File: config.mk
export PLATFORM = sky130hd
export DESIGN_NAME = rng_scheduler
export DESIGN_NICKNAME = d
export VERILOG_FILES = /design/src/rtl/rng_scheduler.sv
export SDC_FILE = /design/constraint.sdc
export NUM_CORES = 1
export LEC_CHECK = 0
export CELL_PAD_IN_SITES_DETAIL_PLACEMENT = 1
export CELL_PAD_IN_SITES_GLOBAL_PLACEMENT = 2
export CORE_MARGIN = 2
export CORE_UTILIZATION = 32
export CTS_BUF_LIST = sky130_fd_sc_hd__clkbuf_4 sky130_fd_sc_hd__clkbuf_8
export DETAILED_ROUTE_END_ITERATION = 10
export PLACE_DENSITY_LB_ADDON = 0.1
export SYNTH_ARGS = -nofsm -noshare
export SYNTH_HDL_FRONTEND = slang
export SYNTH_SLANG_ARGS = --single-unit
File: constraint.sdc
create_clock -name clk_i -period 4.55 [get_ports clk_i]
set_clock_uncertainty 0.15 [all_clocks]
set_input_delay 0.91 -clock clk_i [delete_from_list [all_inputs] [get_ports clk_i]]
set_output_delay 0.91 -clock clk_i [all_outputs]
set_load 0.005 [all_outputs]
File: src/rtl/rng_scheduler.sv
// rng_scheduler: round-robin arbiter that shares one LFSR random source
// between NUM_REQ game engines and reduces each draw to [0, limit) by
// masked rejection sampling with a bounded retry count and a fallback.
//
// Ports:
//   clk_i          system clock
//   reset_ni       asynchronous active-low reset
//   req_i          per-requester request level
//   limit_i        per-requester exclusive upper bound, WIDTH bits each;
//                  slice i = limit_i[i*WIDTH +: WIDTH], 0 means 2^WIDTH
//   ack_o          one-hot, one-cycle pulse; rnd_data_o valid for that requester
//   rnd_data_o     drawn value, held until the next ack
//   busy_o         high whenever a draw is in progress
//   lfsr_enable_o  step enable to the LFSR
//   lfsr_out_i     LFSR mixed output
//
// state   | meaning
// --------+--------------------------------------------------------------
// IDLE    | waiting for a request; LFSR free-runs when FREE_RUN != 0
// STIR    | LFSR stepped for STIR_CYCLES consecutive cycles
// CHECK   | masked candidate accepted, retried, or reduced by fallback
// DELIVER | ack pulse and result registered; pointer advances

module rng_scheduler #(
  parameter int NUM_REQ     = 4,
  parameter int WIDTH       = 9,
  parameter int STIR_CYCLES = 3,
  parameter int MAX_RETRY   = 8,
  parameter int FREE_RUN    = 1
) (
  input  logic                     clk_i,
  input  logic                     reset_ni,
  input  logic [NUM_REQ-1:0]       req_i,
  input  logic [NUM_REQ*WIDTH-1:0] limit_i,
  output logic [NUM_REQ-1:0]       ack_o,
  output logic [WIDTH-1:0]         rnd_data_o,
  output logic                     busy_o,
  output logic                     lfsr_enable_o,
  input  logic [WIDTH-1:0]         lfsr_out_i
);

  localparam int IW = (NUM_REQ > 1) ? $clog2(NUM_REQ) : 1;

  typedef enum logic [1:0] {IDLE, STIR, CHECK, DELIVER} state_e;

  state_e             state_q, state_d;
  logic [IW-1:0]      ptr_q, ptr_d;
  logic [IW-1:0]      idx_q, idx_d;
  logic [WIDTH:0]     lim_q, lim_d;     // one extra bit so 2^WIDTH fits
  logic [WIDTH-1:0]   mask_q, mask_d;
  logic [3:0]         retry_q, retry_d;
  logic [3:0]         stir_q, stir_d;
  logic [NUM_REQ-1:0] ack_q, ack_d;
  logic [WIDTH-1:0]   rnd_q, rnd_d;

  logic               grant_found;
  logic [IW-1:0]      grant_idx;
  logic [WIDTH-1:0]   lim_raw;
  logic [WIDTH-1:0]   lim_m1;
  logic [WIDTH-1:0]   mask_g;
  logic [WIDTH:0]     lim_full;
  logic [WIDTH-1:0]   cand;
  logic               cand_ok;
  logic               lfsr_en;

  // Round-robin pick: scan distances from the pointer in descending order so
  // the nearest set request (distance 0 = pointer itself) is written last.
  always_comb begin
    grant_found = 1'b0;
    grant_idx   = '0;
    for (int k = NUM_REQ - 1; k >= 0; k--) begin
      for (int i = 0; i < NUM_REQ; i++) begin
        if (req_i[i] && (i == (int'(ptr_q) + k) % NUM_REQ)) begin
          grant_found = 1'b1;
          grant_idx   = IW'(i);
        end
      end
    end
  end

  // Limit of the winner and its rejection mask. lim-1 wraps 0 -> all ones,
  // which is exactly the mask wanted for lim = 2^WIDTH; smearing lim-1 to
  // the right gives (next power of two >= lim) - 1.
  always_comb begin
    lim_raw = '0;
    for (int i = 0; i < NUM_REQ; i++) begin
      if (grant_idx == IW'(i)) lim_raw = limit_i[i*WIDTH +: WIDTH];
    end
    lim_m1 = lim_raw - WIDTH'(1);
    mask_g = lim_m1;
    for (int j = 1; j < WIDTH; j++) mask_g = mask_g | (lim_m1 >> j);
    lim_full = (lim_raw == '0) ? {1'b1, {WIDTH{1'b0}}} : {1'b0, lim_raw};
  end

  assign cand    = lfsr_out_i & mask_q;
  assign cand_ok = {1'b0, cand} < lim_q;

  always_comb begin
    state_d = state_q;
    ptr_d   = ptr_q;
    idx_d   = idx_q;
    lim_d   = lim_q;
    mask_d  = mask_q;
    retry_d = retry_q;
    stir_d  = stir_q;
    ack_d   = '0;
    rnd_d   = rnd_q;
    lfsr_en = 1'b0;
    case (state_q)
      IDLE: begin
        lfsr_en = (FREE_RUN != 0);
        if (grant_found) begin
          idx_d   = grant_idx;
          lim_d   = lim_full;
          mask_d  = mask_g;
          retry_d = '0;
          stir_d  = 4'(STIR_CYCLES);
          state_d = STIR;
        end
      end
      STIR: begin
        lfsr_en = 1'b1;
        stir_d  = stir_q - 4'd1;
        if (stir_q == 4'd1) state_d = CHECK;
      end
      CHECK: begin
        if (cand_ok) begin
          rnd_d   = cand;
          ack_d   = NUM_REQ'(1) << idx_q;
          state_d = DELIVER;
        end else if (retry_q == 4'(MAX_RETRY - 1)) begin
          // mask < 2*lim, so cand - lim is already in range
          rnd_d   = cand - lim_q[WIDTH-1:0];
          ack_d   = NUM_REQ'(1) << idx_q;
          state_d = DELIVER;
        end else begin
          retry_d = retry_q + 4'd1;
          stir_d  = 4'(STIR_CYCLES);
          state_d = STIR;
        end
      end
      DELIVER: begin
        ptr_d   = (idx_q == IW'(NUM_REQ - 1)) ? '0 : idx_q + IW'(1);
        state_d = IDLE;
      end
      default: state_d = IDLE;
    endcase
  end

  always_ff @(posedge clk_i or negedge reset_ni) begin
    if (!reset_ni) begin
      state_q <= IDLE;
      ptr_q   <= '0;
      idx_q   <= '0;
      lim_q   <= '0;
      mask_q  <= '0;
      retry_q <= '0;
      stir_q  <= '0;
      ack_q   <= '0;
      rnd_q   <= '0;
    end else begin
      state_q <= state_d;
      ptr_q   <= ptr_d;
      idx_q   <= idx_d;
      lim_q   <= lim_d;
      mask_q  <= mask_d;
      retry_q <= retry_d;
      stir_q  <= stir_d;
      ack_q   <= ack_d;
      rnd_q   <= rnd_d;
    end
  end

  assign ack_o         = ack_q;
  assign rnd_data_o    = rnd_q;
  assign busy_o        = (state_q != IDLE);
  assign lfsr_enable_o = lfsr_en;

endmodule
==> results_dict.tcl <==
set metrics [dict create \
    dp_hpwl_um 6210 \
    place_congestion 0.821 \
    p_leak_nw 1.74 \
    cts_hold_buf 0 \
    clockRootBuffer "clkbuf_8" \
    drtPass1Iterations 4 \
    drc 0 \
    cp_max_fo 15 \
    start_util_pct 32.5 \
    antenna_cells 0 \
    reg2reg_to "rnd_data_o[7]" \
    synth_top_area_cell "dfrtp_1" \
    tns_ns 0 \
    drt_wl_total_um 7870 \
    power_density_nw_per_um2 583 \
    synth_compound_area_share_pct 18.0 \
    finalSetupViolCount 0 \
    startpoint_type "input port" \
    final_common_cell "clkdlybuf4s50_1" \
    multi_input_comb_area_sq_um 1810 \
    grt_pass1_vias 2696 \
    grtUsageTotal_pct 16.0 \
    layout_common_cells "64 x clkdlybuf4s50_1, 46 x dfrtp_1, 38 x nor2_1, 34 x nand2_1, 26 x mux2i_1" \
    final.fill_count 1147 \
    worst_slew_margin_rel_pct 29.2 \
    synth-seq-cells 46 \
    portBuffers 65 \
    synth_top_family_by_area "compound AO/OA/AOI/OAI gates" \
    hp-start "lim_q[5]" \
    yosysWarnings 0 \
    worst_pin_slew_ns 1.06 \
    clock_path_buffers 2 \
    worstSetupEndpointType "flip-flop" \
    yosys.area_share.adder_pct 8.28 \
    hold_path_class "reg -> reg" \
    num_io_pins 66 \
    antenna_found_initial 0 \
    holdPathStages 2 \
    synthesis.nets 418 \
    slew_viol_final 0 \
    drt_iter0_markers 94 \
    finalNetCount 485 \
    holdWs_ns 0.344 \
    wl_per_cell_um 14.4 \
    synthSimpleGateAreaFrac_pct 17.6 \
    rr_worst_depth 12 \
    maxCapViolCount 0 \
    regArea_sq_um 1150 \
    min_to "lim_q[5]" \
    synth-edff-count 0 \
    grt_max_degree 47 \
    ctsResizeCount 0 \
    place_worst_setup_slack_ns 0.181 \
    clk_latency_ns 0.31 \
    routed-via-count 2696 \
    status "complete, no violations" \
    drive_gt1_share_pct 8.67 \
    vdd_ir_drop_max_mv 0.150 \
    area_delta_synth_final_pct 30.1 \
    numCtsBuffers 5 \
    netlist_area_sq_um 3110 \
    post-route-period-util_pct 88.7 \
    die-area_sq_um 10500 \
    path_class "in -> reg" \
    critPathRequiredTime_ns 4.64 \
    reg2reg_from "mask_q[2]" \
    r2r_slack_ns 1.21 \
    finalCriticalPeriod_ns 4.04 \
    coreArea_sq_um 9590 \
    grt.overflow.total 0 \
    synth_flop_cell "dfrtp_1" \
    synth_top_area_share_pct 37.0 \
    die_h_um 103 \
    drtAntennaViolNets 0 \
    ys_seq_area_share_pct 37.0 \
    worstPathArrival_ns 4.13 \
    fmax_mhz 248 \
    setup_ws_ns 0.514 \
    placementRows 36 \
    post_cts.repair.setup_buffers 0 \
    synthMuxAreaShare_pct 11.7 \
    grt_first_pass_wirelength_um 13200 \
    ys_async_sr_fraction_pct 100 \
    rsz0062_at_grt "false" \
    cts_max_level 2 \
    syn_inst 347 \
    synth_xor_area_share_pct 2.25 \
    cts.sinks 46 \
    synthTopCellsByArea "dfrtp_1 37%, mux2i_1 8.4%, ha_1 7.6%" \
    die_w_um 103 \
    cts_tree "done" \
    synth_area_per_cell_sq_um 8.97 \
    hold_viol_final 0 \
    ys_types 53 \
    vias_per_cell 4.92 \
    clk_pin_slew_ns 0.09 \
]
==> layer usage <==
metal  share of wire (%)  vias up  track usage (%)
met5                   0        -                0
met4                 1.4        0             5.13
met3                 3.4        7             2.92
met2                  46       53             25.9
met1                  49     1276             21.7
li1                    -     1360                -
==> area by class of cell <==
| cell class | instances | share of cell area, % |
|---|---|---|
| Multi-Input combinational cell | 265 | 44.8 |
| Inverter | 22 | 2.04 |
| Clock buffer | 5 | 1.70 |
| Sequential cell | 46 | 28.4 |
| Timing Repair Buffer | 74 | 17.9 |
| Clock inverter | 3 | 1.08 |
| Tap cell | 133 | 4.11 |
==> stage by stage <==
stage | utilization [%] | cell area, sq um | instances | power (mW)
global route | 42.2 | 4050 | 548 | 2.61
CTS | 42.2 | 4050 | 548 | 2.40
finish | 42.2 | 4050 | 548 | 2.36
detailed placement | 41.1 | 3940 | 540 | 2.07
floorplan | - | 3110 | 347 | 1.62
global placement | 41.1 | 3940 | 540 | 2.04
==> critical path, stage by stage <==
cell and delay, ns:
clkdlybuf4s50_1 0.49, nand2_1 0.07, ha_1 0.21, fa_1 0.39, nor2b_1 0.16, o21ai_0 0.12
a21boi_0 0.24, o21ai_0 0.18, a21oi_1 0.17, a31oi_1 0.13, o211a_1 0.43, nor4b_1 0.40
mux2i_1 0.22
==> Yosys cell counts, types with 4 or more instances <==
| cell type | n |
|---|---|
| o21ai_0 | 22 |
| clkbuf_1 | 10 |
| mux2_2 | 6 |
| nor3_1 | 5 |
| nand2b_1 | 4 |
| a21o_1 | 4 |
| xor2_1 | 4 |
| dfrtp_1 | 46 |
| inv_1 | 21 |
| xnor2_1 | 4 |
| and2_1 | 11 |
| mux2i_1 | 26 |
| o31ai_1 | 5 |
| a31oi_1 | 10 |
| ha_1 | 19 |
| nand3_1 | 7 |
| nor2_1 | 38 |
| a21oi_1 | 20 |
| nor2b_1 | 6 |
| nand2_1 | 34 |
==> worst max-delay path by stage <==
| stage | start | endpoint | slack [ns] |
|---|---|---|---|
| 6_report | lfsr_out_i[0] | retry_q[2] | 0.51 |
| 2_1_floorplan | lfsr_out_i[2] | stir_q[0] | 0.92 |
| 3_3_place_gp | lfsr_out_i[0] | retry_q[2] | 0.28 |
| 5_1_grt | lfsr_out_i[0] | retry_q[2] | 0.21 |
| 3_5_place_dp | lfsr_out_i[0] | retry_q[2] | 0.18 |
| 4_1_cts | lfsr_out_i[0] | retry_q[2] | 0.49 |
==> kinds of logic (layout without fill, tap and decap cells) <==
| kind of cell | count (synthesis) | count (layout) |
|---|---|---|
| muxes | 34 | 34 |
| AOI/OAI and AO/OA | 86 | 86 |
| adders and majority gates | 20 | 20 |
| buffers and inverters | 36 | 104 |
| and+or+nand+nor | 117 | 117 |
| DFF | 46 | 46 |
| xor gates and xnor gates | 8 | 8 |
==> state kept, by name, indices dropped and copies added (netlist names) <==
name        count
state_q         2
stir_q          4
ack_o           4
mask_q          9
retry_q         4
rnd_data_o      9
lim_q          10
idx_q           2
ptr_q           2
==> power by group <==
part / switching (mW) / leakage [nW] / internal [mW]
clock: 0.148 / 0.0585 / 0.165
sequential: 0.138 / 0.550 / 0.568
combinational: 0.721 / 1.13 / 0.624
total: 1.01 / 1.74 / 1.36
No activity file was read; power rests on OpenSTA's default activity.
